===== src/rtl/csr_trap_seq_pkg.sv =====
// Shared machine-mode CSR constants and trap sequencer state encoding.
// The cause-word helper packs the interrupt flag into the top bit of mcause.
package csr_trap_seq_pkg;

    localparam logic [11:0] CSR_MEPC   = 12'h341;
    localparam logic [11:0] CSR_MCAUSE = 12'h342;
    localparam logic [11:0] CSR_MTVAL  = 12'h343;

    typedef enum logic [2:0] {
        ST_IDLE     = 3'd0,
        ST_W_MEPC   = 3'd1,
        ST_W_MCAUSE = 3'd2,
        ST_W_MTVAL  = 3'd3,
        ST_T_REDIR  = 3'd4,
        ST_R_REDIR  = 3'd5
    } state_t;

    function automatic logic [31:0] cause_word(input logic [4:0] src);
        return {src[4], 27'b0, src[3:0]};
    endfunction

endpackage


===== src/rtl/csr_trap_seq_if.sv =====
// Pipeline/CSR-file side signals of the trap sequencer. trap and mret are
// single-cycle pulses with no back-pressure; stall is the only flow control.
interface csr_trap_seq_if;

    logic        trap;
    logic [4:0]  trap_src;
    logic        misalign;
    logic [31:0] dmem_addr;
    logic [31:0] pc;
    logic        mret;
    logic [31:0] mtvec_rdata;
    logic [31:0] mepc_rdata;
    logic        csr_we;
    logic [11:0] csr_waddr;
    logic [31:0] csr_wdata;
    logic        stall;
    logic        redirect;
    logic [31:0] redirect_pc;
    logic        trap_overrun;

    modport master (
        output trap, trap_src, misalign, dmem_addr, pc, mret, mtvec_rdata, mepc_rdata,
        input  csr_we, csr_waddr, csr_wdata, stall, redirect, redirect_pc, trap_overrun
    );

    modport slave (
        input  trap, trap_src, misalign, dmem_addr, pc, mret, mtvec_rdata, mepc_rdata,
        output csr_we, csr_waddr, csr_wdata, stall, redirect, redirect_pc, trap_overrun
    );

endinterface


===== src/rtl/csr_trap_seq.sv =====
// Trap/mret sequencer: serialises mepc, mcause and optional mtval writes over the
// single CSR write port, then issues one redirect to the handler or return pc.
module csr_trap_seq
    import csr_trap_seq_pkg::*;
#(
    parameter bit MTVAL_EN = 1'b1,
    parameter bit VECTORED = 1'b1
) (
    input  logic              clk,
    input  logic              rst,
    csr_trap_seq_if.slave     bus,
    output state_t            o_dbg_state
);

    state_t      r_state;
    state_t      w_next;
    logic [31:0] r_pc;
    logic [4:0]  r_src;
    logic        r_misalign;
    logic [31:0] r_addr;
    logic        r_overrun;

    logic        w_we;
    logic [11:0] w_waddr;
    logic [31:0] w_wdata;
    logic        w_redirect;
    logic [31:0] w_redirect_pc;
    logic [31:0] w_base;
    logic [31:0] w_vec_off;
    logic        w_vectored;
    logic        w_req;
    logic        w_unused;

    assign w_req      = bus.trap | bus.mret;
    assign w_base     = {bus.mtvec_rdata[31:2], 2'b00};
    assign w_vec_off  = {26'b0, r_src[3:0], 2'b00};
    assign w_vectored = VECTORED && (bus.mtvec_rdata[1:0] == 2'b01) && r_src[4];
    assign w_unused   = &{1'b0, bus.mepc_rdata[1:0]};

    always_ff @(posedge clk) begin
        if (rst) begin
            r_state    <= ST_IDLE;
            r_pc       <= '0;
            r_src      <= '0;
            r_misalign <= 1'b0;
            r_addr     <= '0;
            r_overrun  <= 1'b0;
        end else begin
            r_state <= w_next;
            if (r_state == ST_IDLE && bus.trap) begin
                r_pc       <= bus.pc;
                r_src      <= bus.trap_src;
                r_misalign <= bus.misalign;
                r_addr     <= bus.dmem_addr;
            end
            // Requests while busy are dropped; only the sticky flag records them.
            if (w_req && r_state != ST_IDLE) begin
                r_overrun <= 1'b1;
            end
        end
    end

    always_comb begin
        w_next        = r_state;
        w_we          = 1'b0;
        w_waddr       = '0;
        w_wdata       = '0;
        w_redirect    = 1'b0;
        w_redirect_pc = '0;
        case (r_state)
            ST_IDLE: begin
                if (bus.trap) begin
                    w_next = ST_W_MEPC;
                end else if (bus.mret) begin
                    w_next = ST_R_REDIR;
                end
            end
            ST_W_MEPC: begin
                w_we    = 1'b1;
                w_waddr = CSR_MEPC;
                w_wdata = r_pc;
                w_next  = ST_W_MCAUSE;
            end
            ST_W_MCAUSE: begin
                w_we    = 1'b1;
                w_waddr = CSR_MCAUSE;
                w_wdata = cause_word(r_src);
                w_next  = (MTVAL_EN && r_misalign) ? ST_W_MTVAL : ST_T_REDIR;
            end
            ST_W_MTVAL: begin
                w_we    = 1'b1;
                w_waddr = CSR_MTVAL;
                w_wdata = r_addr;
                w_next  = ST_T_REDIR;
            end
            ST_T_REDIR: begin
                w_redirect    = 1'b1;
                w_redirect_pc = w_base + (w_vectored ? w_vec_off : 32'd0);
                w_next        = ST_IDLE;
            end
            ST_R_REDIR: begin
                w_redirect    = 1'b1;
                w_redirect_pc = {bus.mepc_rdata[31:2], 2'b00};
                w_next        = ST_IDLE;
            end
            default: begin
                w_next = ST_IDLE;
            end
        endcase
        // Reset cycle must not leak a write or redirect from the aborted sequence.
        if (rst) begin
            w_we          = 1'b0;
            w_waddr       = '0;
            w_wdata       = '0;
            w_redirect    = 1'b0;
            w_redirect_pc = '0;
        end
    end

    assign bus.csr_we       = w_we;
    assign bus.csr_waddr    = w_waddr;
    assign bus.csr_wdata    = w_wdata;
    assign bus.redirect     = w_redirect;
    assign bus.redirect_pc  = w_redirect_pc;
    assign bus.stall        = w_req | (!rst && r_state != ST_IDLE);
    assign bus.trap_overrun = r_overrun;
    assign o_dbg_state      = r_state;

endmodule


===== src/flat_wrapper.sv =====
// flat-port wrapper written by rule: the top's interface ports become plain ports
module csr_trap_seq_flat import csr_trap_seq_pkg::*;
#(
    parameter bit MTVAL_EN = 1'b1,
    parameter bit VECTORED = 1'b1
)
  (clk, rst, o_dbg_state, bus_trap, bus_trap_src, bus_misalign, bus_dmem_addr, bus_pc, bus_mret, bus_mtvec_rdata, bus_mepc_rdata, bus_csr_we, bus_csr_waddr, bus_csr_wdata, bus_stall, bus_redirect, bus_redirect_pc, bus_trap_overrun);
  csr_trap_seq_if bus_i ();
  input  logic clk;
  input  logic rst;
  output state_t o_dbg_state;
  input wire logic [$bits(bus_i.trap)-1:0] bus_trap;
  input wire logic [$bits(bus_i.trap_src)-1:0] bus_trap_src;
  input wire logic [$bits(bus_i.misalign)-1:0] bus_misalign;
  input wire logic [$bits(bus_i.dmem_addr)-1:0] bus_dmem_addr;
  input wire logic [$bits(bus_i.pc)-1:0] bus_pc;
  input wire logic [$bits(bus_i.mret)-1:0] bus_mret;
  input wire logic [$bits(bus_i.mtvec_rdata)-1:0] bus_mtvec_rdata;
  input wire logic [$bits(bus_i.mepc_rdata)-1:0] bus_mepc_rdata;
  output wire logic [$bits(bus_i.csr_we)-1:0] bus_csr_we;
  output wire logic [$bits(bus_i.csr_waddr)-1:0] bus_csr_waddr;
  output wire logic [$bits(bus_i.csr_wdata)-1:0] bus_csr_wdata;
  output wire logic [$bits(bus_i.stall)-1:0] bus_stall;
  output wire logic [$bits(bus_i.redirect)-1:0] bus_redirect;
  output wire logic [$bits(bus_i.redirect_pc)-1:0] bus_redirect_pc;
  output wire logic [$bits(bus_i.trap_overrun)-1:0] bus_trap_overrun;
  assign bus_i.trap = bus_trap;
  assign bus_i.trap_src = bus_trap_src;
  assign bus_i.misalign = bus_misalign;
  assign bus_i.dmem_addr = bus_dmem_addr;
  assign bus_i.pc = bus_pc;
  assign bus_i.mret = bus_mret;
  assign bus_i.mtvec_rdata = bus_mtvec_rdata;
  assign bus_i.mepc_rdata = bus_mepc_rdata;
  assign bus_csr_we = bus_i.csr_we;
  assign bus_csr_waddr = bus_i.csr_waddr;
  assign bus_csr_wdata = bus_i.csr_wdata;
  assign bus_stall = bus_i.stall;
  assign bus_redirect = bus_i.redirect;
  assign bus_redirect_pc = bus_i.redirect_pc;
  assign bus_trap_overrun = bus_i.trap_overrun;
  csr_trap_seq #(.MTVAL_EN(MTVAL_EN), .VECTORED(VECTORED)) u_core (.clk(clk), .rst(rst), .bus(bus_i), .o_dbg_state(o_dbg_state));
endmodule

===== config.mk =====
export PLATFORM = sky130hd
export DESIGN_NAME = csr_trap_seq_flat
export DESIGN_NICKNAME = d
export VERILOG_FILES = /design/src/rtl/csr_trap_seq_pkg.sv /design/src/rtl/csr_trap_seq_if.sv /design/src/rtl/csr_trap_seq.sv /design/src/flat_wrapper.sv
export SDC_FILE = /design/constraint.sdc
export NUM_CORES = 1
export LEC_CHECK = 0
export CAP_MARGIN = 20
export CELL_PAD_IN_SITES_DETAIL_PLACEMENT = 0
export CELL_PAD_IN_SITES_GLOBAL_PLACEMENT = 1
export CORE_ASPECT_RATIO = 0.5
export CORE_MARGIN = 2
export CORE_UTILIZATION = 29
export CTS_CLUSTER_DIAMETER = 100
export DETAILED_ROUTE_END_ITERATION = 8
export GPL_TIMING_DRIVEN = 1
export PLACE_DENSITY_LB_ADDON = 0.1
export SLEW_MARGIN = 40
export SYNTH_ARGS = -nofsm -noshare
export SYNTH_HDL_FRONTEND = slang
export SYNTH_SLANG_ARGS = --single-unit

===== constraint.sdc =====
create_clock -name clk -period 7.2 [get_ports clk]
set_input_delay 1.44 -clock clk [delete_from_list [all_inputs] [get_ports clk]]
set_output_delay 1.44 -clock clk [all_outputs]
set_load 0.005 [all_outputs]

==> results of run 1 <==
==> cells by family (layout without fill, tap and decap cells) <==
family,after synthesis,count (layout)
AO/OA/AOI/OAI,168,168
XOR/XNOR,26,26
adder cells (fa/ha/maj),5,5
buffers and inverters,65,243
flip-flops,74,74
multiplexers,6,6
other,1,9
AND/OR/NAND/NOR,270,270
==> layout by cell type (no fill, tap or decap), drive strengths merged, types with 6 or more instances in the layout <==
| master | Yosys | final |
|---|---|---|
| clkdlybuf4s50 | 0 | 208 |
| nand2 | 162 | 162 |
| a21oi | 107 | 107 |
| dfxtp | 74 | 74 |
| nor2 | 62 | 62 |
| a22oi | 28 | 28 |
| o21ai | 26 | 26 |
| xnor2 | 24 | 24 |
| inv | 10 | 10 |
| clkbuf | 31 | 10 |
| conb | 1 | 9 |
| buf | 24 | 9 |
| nand3 | 7 | 7 |
| nor4 | 6 | 6 |
| nor3 | 6 | 6 |
| mux2i | 6 | 6 |
==> area by class of cell <==
cell class / count / area share (%)
sequential: 74 / 21.86
clock buffer: 10 / 3.527
inverter: 10 / 0.5539
multi-input combinational: 484 / 37.54
clock inverter: 6 / 1.182
tap: 198 / 3.656
timing repair buffer: 217 / 31.68
==> worst max-delay path by stage <==
| stage | start | to | slack [ps] | depth (start not counted) |
|---|---|---|---|---|
| 2_1_floorplan | bus_mtvec_rdata[0] | bus_redirect_pc[22] | 2490 | 12 |
| 3_3_place_gp | bus_mtvec_rdata[0] | bus_redirect_pc[30] | 1270 | 13 |
| 3_5_place_dp | bus_mtvec_rdata[0] | bus_redirect_pc[30] | 1270 | 13 |
| 4_1_cts | bus_mtvec_rdata[0] | bus_redirect_pc[30] | 1260 | 13 |
| 5_1_grt | bus_mtvec_rdata[0] | bus_redirect_pc[30] | 1040 | 13 |
| 6_report | bus_mtvec_rdata[0] | bus_redirect_pc[30] | 1310 | 13 |
==> metal layers <==
| metal | vias to the layer above | part of all wire, % | wire length, um |
|---|---|---|---|
| met5 | - | 0 | 0 |
| met4 | 0 | 0.93 | 139 |
| met3 | 12 | 7.4 | 1110 |
| li1 | 2418 | - | - |
| met1 | 2165 | 46 | 6821 |
| met2 | 136 | 46 | 6844 |
==> per-stage QoR <==
stage               cell area, um2  std cells  setup WS, ps  hold slack (ps)
CTS                           6777        999          1260            454.9
global placement              6457        983          1272            442.9
global route                  6777        999          1036            469.5
finish                        6777        999          1310            452.3
floorplan                     4324        623          2493            435.7
detailed placement            6457        983          1268            447.0
==> state kept, by name (all words and copies together) (netlist names) <==
name                     count
u_core.bus.trap_overrun      1
u_core.o_dbg_state           3
u_core.r_addr               32
u_core.r_misalign            1
u_core.r_pc                 32
u_core.r_src                 5
==> critical path: stages <==
cell and delay [ps]:
sky130_fd_sc_hd__clkdlybuf4s50_1 450, sky130_fd_sc_hd__nand2_1 50, sky130_fd_sc_hd__nor2_1 180, sky130_fd_sc_hd__and2_1 160
sky130_fd_sc_hd__ha_1 150, sky130_fd_sc_hd__inv_1 50, sky130_fd_sc_hd__fa_1 400, sky130_fd_sc_hd__nor2b_1 120
sky130_fd_sc_hd__o21ai_0 190, sky130_fd_sc_hd__a2111oi_2 460, sky130_fd_sc_hd__xnor2_1 100, sky130_fd_sc_hd__a21oi_1 180
sky130_fd_sc_hd__clkdlybuf4s50_1 520
==> power by group through the flow <==
stage	combinational [mW]	clock (mW)	sequential [mW]
after global placement	0.339	0	0.492
after detailed placement	0.340	0	0.493
after floorplan	0.185	0	0.480
after CTS	0.341	0.495	0.484
final	0.335	0.483	0.484
after global routing	0.375	0.512	0.489
==> metrics.txt, run 1 <==
result of the run complete, no violations; Routability Congestion 0.7794; count of mapped cells out of synthesis 615; number of nets in the layout 939; switching share of power 29.30%; number of buffers added by the clock tree synthesis step 9; port buffer count 209; worst hold path endpoint u_core.r_pc[26]; sequential share of power 37.1%; setup repair after global routing missed its margin no; most used standard cells in the synthesized netlist sky130_fd_sc_hd__nand2_1, sky130_fd_sc_hd__a21oi_1, sky130_fd_sc_hd__dfxtp_1, sky130_fd_sc_hd__nor2_1, sky130_fd_sc_hd__clkbuf_1; library cell with the largest summed area after synthesis sky130_fd_sc_hd__dfxtp_1; vias in the first global route 4508; ANT nets after route 0; clock transition at the register clock pins on the worst setup and hold paths after CTS 60 ps; buffers inserted during post-CTS setup optimization 0; Antenna diodes 0; Congestion Overflow GR 0; Seq. cell area 0.001481 mm2; power density over the cells around 190 mW/mm2; sequential share of the synthesized area 34.50%; prevailing post-synth register cell sky130_fd_sc_hd__dfxtp_1; post-synth design cell area 0.004294 mm2; hold buffer count at CTS 0; fraction of registers with async set or reset after synthesis 0%; overall power of the completed layout roughly 1.3 mW; max capacitance violation total 0; post-synthesis share of cell area spent on xor and xnor gates under 10%; multi-input gate area in the final layout 0.002544 mm2; launch point of the worst hold path u_core.r_pc[26]; critical path peak fanout 4; Pint 920.4 uW; hold-critical path depth 2; Compound-Gate Fraction of Synth Area 22.06%; net switching power figure approximately 380 uW; Yosys warning total 0; fraction of met3 tracks used by global routing 5.499%; Reg-to-Reg Start u_core.o_dbg_state[0]; Post-route DRC 0; H-tree levels 3; Initial Utilization 29.68%; final critical-path share of the clock period 81.80%; number of buffers on the longest clock path 2; startpoint type of the worst setup path primary input; dominant combinational cell family by area after synthesis simple AND/OR/NAND/NOR gates; data required time of the worst path ~5800 ps; final setup skew ~4 ps; number of register bits inferred by synthesis 74; final-report setup violation count 0; core area 0.01447 mm2; Clock Tree Root sky130_fd_sc_hd__clkbuf_16; clock latency at the later pin of the worst-skew pair 330 ps; total count of max-transition violations in the final report 0; met1 demand-to-capacity share in global routing 24.08%; fraction of synthesized cell area taken by the top area cell type 34.50%; final hold violations 0; Worst setup EP type output port; number of resized instances in the post-cts repair step 0; largest voltage drop on the vdd net 0.1042 mV; Die ar. 0.01586 mm2; CTS Sinks 74; transition time at the pin with the least slew margin 708.4 ps; global-route wire length before repair about 23 mm; post-synthesis share of cell area spent on full adders, half adders and majority gates around 1.6%; routing usage on met2 roughly 30%; layout overhead on the synthesized area 57.81%; router iterations before antenna repair 6; global-route usage over all layers 18.45%; most frequent cell after synthesis sky130_fd_sc_hd__nand2_1; Worst R2R Path Depth 5; highest attainable clock frequency 169.8 MHz; reg2reg end u_core.r_pc[25]; Crit Path Category primary input to output port; fill cell instance count of the final layout about 1500; pin count of the biggest net entering global routing 51; post-route setup TNS 0 ps; Slew Limit Headroom about 53%; fraction of synthesized area in multiplexers ~1.4%; share of power burned in combinational logic 25.8%; Die W 176.1 um; wirelength, routed 14.92 mm; 1st-iter DRT viols roughly 270; number of synthesized flops with an enable pin 0; initial antenna violation count 0; total via count after detailed routing 4731; average detailed-routed wire length per instance 14.93 um; share of cells above drive strength 1 5.119%; number of placed I/O pins 221; standby leakage power 2.309 nW; Clock power frac 37.1%; area fraction in and, or, nand and nor cells after synthesis approximately 28%; worst path arrival time 4450 ps; leading cell types by total area after synthesis sky130_fd_sc_hd__dfxtp_1, sky130_fd_sc_hd__nand2_1, sky130_fd_sc_hd__a21oi_1; post-synthesis cell type count 34; per-cell via count in the routed design 4.736; min-delay worst type flop to flop; final standard cell utilization of the core 46.84%; minimum clock period after layout 5890 ps; global routing's busiest layer met2; Row Count 31; TritonCTS clock tree built; Die Ht roughly 90 um; average size of a mapped cell 6.982 um2; Reg2Reg Setup Slack 4730 ps; post-DP HPWL about 10 mm
No activity file was read; power rests on OpenSTA's default activity.
==> inputs of run 2 (changes only) <==
--- a/config.mk
+++ b/config.mk
@@ -10,7 +10,7 @@
 export CELL_PAD_IN_SITES_GLOBAL_PLACEMENT = 1
 export CORE_ASPECT_RATIO = 0.5
 export CORE_MARGIN = 2
-export CORE_UTILIZATION = 29
+export CORE_UTILIZATION = 27
 export CTS_CLUSTER_DIAMETER = 100
 export DETAILED_ROUTE_END_ITERATION = 8
 export GPL_TIMING_DRIVEN = 1
==> constraint.sdc (replaced) <==
create_clock -name clk -period 5.96 [get_ports clk]
set_input_delay 1.192 -clock clk [delete_from_list [all_inputs] [get_ports clk]]
set_output_delay 1.192 -clock clk [all_outputs]
set_load 0.005 [all_outputs]
==> run 2 against run 1 <==
Against the previous run: sequential share of layout area down 0.34 points; clock skew up 3.9 ps; die area up 7.2%; highest routed layer unchanged; final cell count up 0.80%; clock power up 45%; design area up 1.6%; core utilization down 2.4 points; sequential cell count unchanged; combinational power up 23%; largest cell class unchanged; global-route usage down 1.0 points.
==> metrics.txt, run 2 (synthesis results as in run 1) <==
result of the run complete, no violations; pin count of the biggest net entering global routing 76 (+49%); global routing's busiest layer met2; post-DP HPWL 10.47 mm (+1.8%); Congestion Overflow GR 0 (unchanged); final-report setup violation count 0 (unchanged); Clock Tree Root sky130_fd_sc_hd__clkbuf_16; critical path's top delay family buffers and inverters; clock latency at the later pin of the worst-skew pair 330 ps (about the same); port buffer count 209 (unchanged); router iterations before antenna repair 4 (-2); Row Count 32 (+3.2%); Slew Limit Headroom 48.36% (-4.4 points); global-route wire length before repair 23.49 mm (+0.86%); core area 0.01549 mm2 (+7.1%); overall power of the completed layout 1.697 mW (+30%); met1 demand-to-capacity share in global routing 22.06% (-2.0 points); final standard cell utilization of the core 44.42% (-2.4 points); H-tree levels 3 (unchanged); minimum hold slack 451.9 ps (-0.3100 ps); Routability Congestion 0.7681 (-1.4%); number of resized instances in the post-cts repair step 0 (unchanged); number of buffers on the longest clock path 2 (unchanged); 1st-iter DRT viols 190 (-29%); final hold violations 0 (unchanged); commonest cells after routing, fill and taps aside sky130_fd_sc_hd__clkdlybuf4s50_1, sky130_fd_sc_hd__nand2_1, sky130_fd_sc_hd__a21oi_1; average detailed-routed wire length per instance 15.13 um (+1.4%); CP Cell Sequence clkdlybuf4s50_1 -> nand2_1 -> nor2_1 -> and2_1 -> ha_1 -> inv_1 -> fa_1 -> nor2b_1 -> o21ai_0 -> a2111oi_2 -> xnor2_1 -> a21oi_1 -> clkdlybuf4s50_1; final critical-path share of the clock period between 90% and 100%; Die Ht 93.18 um (+3.5%); number of placed I/O pins 221 (unchanged); Post-route DRC 0 (unchanged); hold buffer count at CTS 0 (unchanged); most used cell, CP sky130_fd_sc_hd__clkdlybuf4s50_1; wirelength, routed 15.24 mm (+2.2%); post-route setup TNS 0 ps (unchanged); vias in the first global route 4526 (+0.40%); global-route usage over all layers 17.45% (-1.0 points); total via count after detailed routing 4742 (+0.23%); CTS Sinks 74 (unchanged); total count of max-transition violations in the final report 0 (unchanged); instance area at placement 0.006472 mm2 (+0.23%); Design Area, Final 0.006883 mm2 (+1.6%); max capacitance violation total 0 (unchanged); Crit Path Category primary input to output port; clock transition at the register clock pins on the worst setup and hold paths after CTS 60 ps (about the same); Reg-to-Reg Start u_core.o_dbg_state[0]; Die W 182.4 um (+3.6%); reg2reg end u_core.r_addr[16]; ANT nets after route 0 (unchanged); Cells after DPL 990 (+0.71%); per-cell via count in the routed design 4.709 (-0.56%); worst hold path endpoint u_core.r_pc[19]; final critical-path setup slack 537.0 ps (-773.3 ps); pre-CTS worst setup slack 465.8 ps (-802.0 ps); standby leakage power 2.343 nW (+1.4%); Buf+Inv Stages, Crit Path 3 (unchanged); final cell count without fillers 1007 (+0.80%); number of nets in the layout 941 (+0.21%); Die ar. 0.01699 mm2 (+7.2%); Worst R2R Path Depth 5 (unchanged); setup repair after global routing missed its margin no; startpoint type of the worst setup path primary input; transition time at the pin with the least slew margin 774.7 ps (+66.28 ps); critical path launch point bus_mtvec_rdata[0]; hold-critical path depth 2 (unchanged); fraction of met3 tracks used by global routing 5.452% (-0.047 points); largest voltage drop on the vdd net 0.1304 mV (+25%); routing usage on met2 29.13% (-0.83 points); Largest stage delay, worst path 530 ps (about the same); buffers inserted during post-CTS setup optimization 0 (unchanged); power density over the cells 246.5 mW/mm2 (+28%); min-delay worst type flop to flop; number of buffers added by the clock tree synthesis step 9 (unchanged); data required time of the worst path 4770 ps (-990 ps); initial antenna violation count 0 (unchanged); TritonCTS clock tree built; Antenna diodes 0 (unchanged); minimum clock period after layout 5423 ps; final setup skew 7.874 ps (+3.884 ps); launch point of the worst hold path u_core.r_pc[19]; Reg2Reg Setup Slack 3700 ps (-1030 ps); critical path's slowest cell sky130_fd_sc_hd__clkdlybuf4s50_1; Worst setup EP type output port; Initial Utilization 27.71% (-2.0 points); share of cells above drive strength 1 5.479% (+0.36 points); layout overhead on the synthesized area 60.29%; worst path arrival time 4230 ps (-220 ps); critical path peak fanout 4 (unchanged); top flop regs u_core.r_addr: 32 flops, u_core.r_pc: 32 flops, u_core.r_src: 5 flops; highest attainable clock frequency 184.4 MHz; most common cell after layout, fill and taps aside sky130_fd_sc_hd__clkdlybuf4s50_1; fill cell instance count of the final layout 1635 (+7.9%)
==> run 2: changes by cell type in the layout (fill, tap and decap cells not counted) <==
cell and delta:
sky130_fd_sc_hd__clkinvlp_4 +2, sky130_fd_sc_hd__inv_1 -1, sky130_fd_sc_hd__buf_12 +1, sky130_fd_sc_hd__clkinv_2 -4
sky130_fd_sc_hd__bufinv_16 +3, sky130_fd_sc_hd__buf_4 +1, sky130_fd_sc_hd__clkbuf_8 -1, sky130_fd_sc_hd__inv_2 +1
==> run 2: worst register-to-register path: cells and delay by family, from the launching register on <==
| kind | cells | cell delay [ps] |
|---|---|---|
| compound gates | 1 | 150 |
| buf+inv | 1 | 560 |
| flops | 1 | 510 |
| simple gates | 3 | 990 |
==> run 2: worst max path at each step <==
stage | to | slack (ps) | depth (start not counted)
after detailed placement | bus_redirect_pc[24] | 470 | 13
after floorplan | bus_redirect_pc[22] | 1750 | 12
after global routing | bus_redirect_pc[30] | 340 | 13
after CTS | bus_redirect_pc[24] | 470 | 13
final | bus_redirect_pc[30] | 540 | 13
after global placement | bus_redirect_pc[24] | 490 | 13
==> run 2: layout make-up <==
type	count	area [um2]	share of cell area, %
clock buffers	9	225.2	3.272
inverters	10	37.54	0.5454
multi-input cells	484	2544	36.96
repair buffers	219	2175	31.59
well taps	204	255.2	3.708
clock inverters	7	165.2	2.400
flip-flops and latches	74	1481	21.52
==> run 2: per-layer routing <==
layer | vias up | share of wire [%]
li1 | 2424 | -
met1 | 2163 | 47
met2 | 143 | 45
met3 | 12 | 6.8
met4 | 0 | 0.90
met5 | - | 0
==> run 2: report_power, final <==
group          switching [mW]  total (mW)  internal [mW]
registers              0.0368       0.584          0.547
logic                   0.218       0.411          0.193
clock network           0.208       0.702          0.493
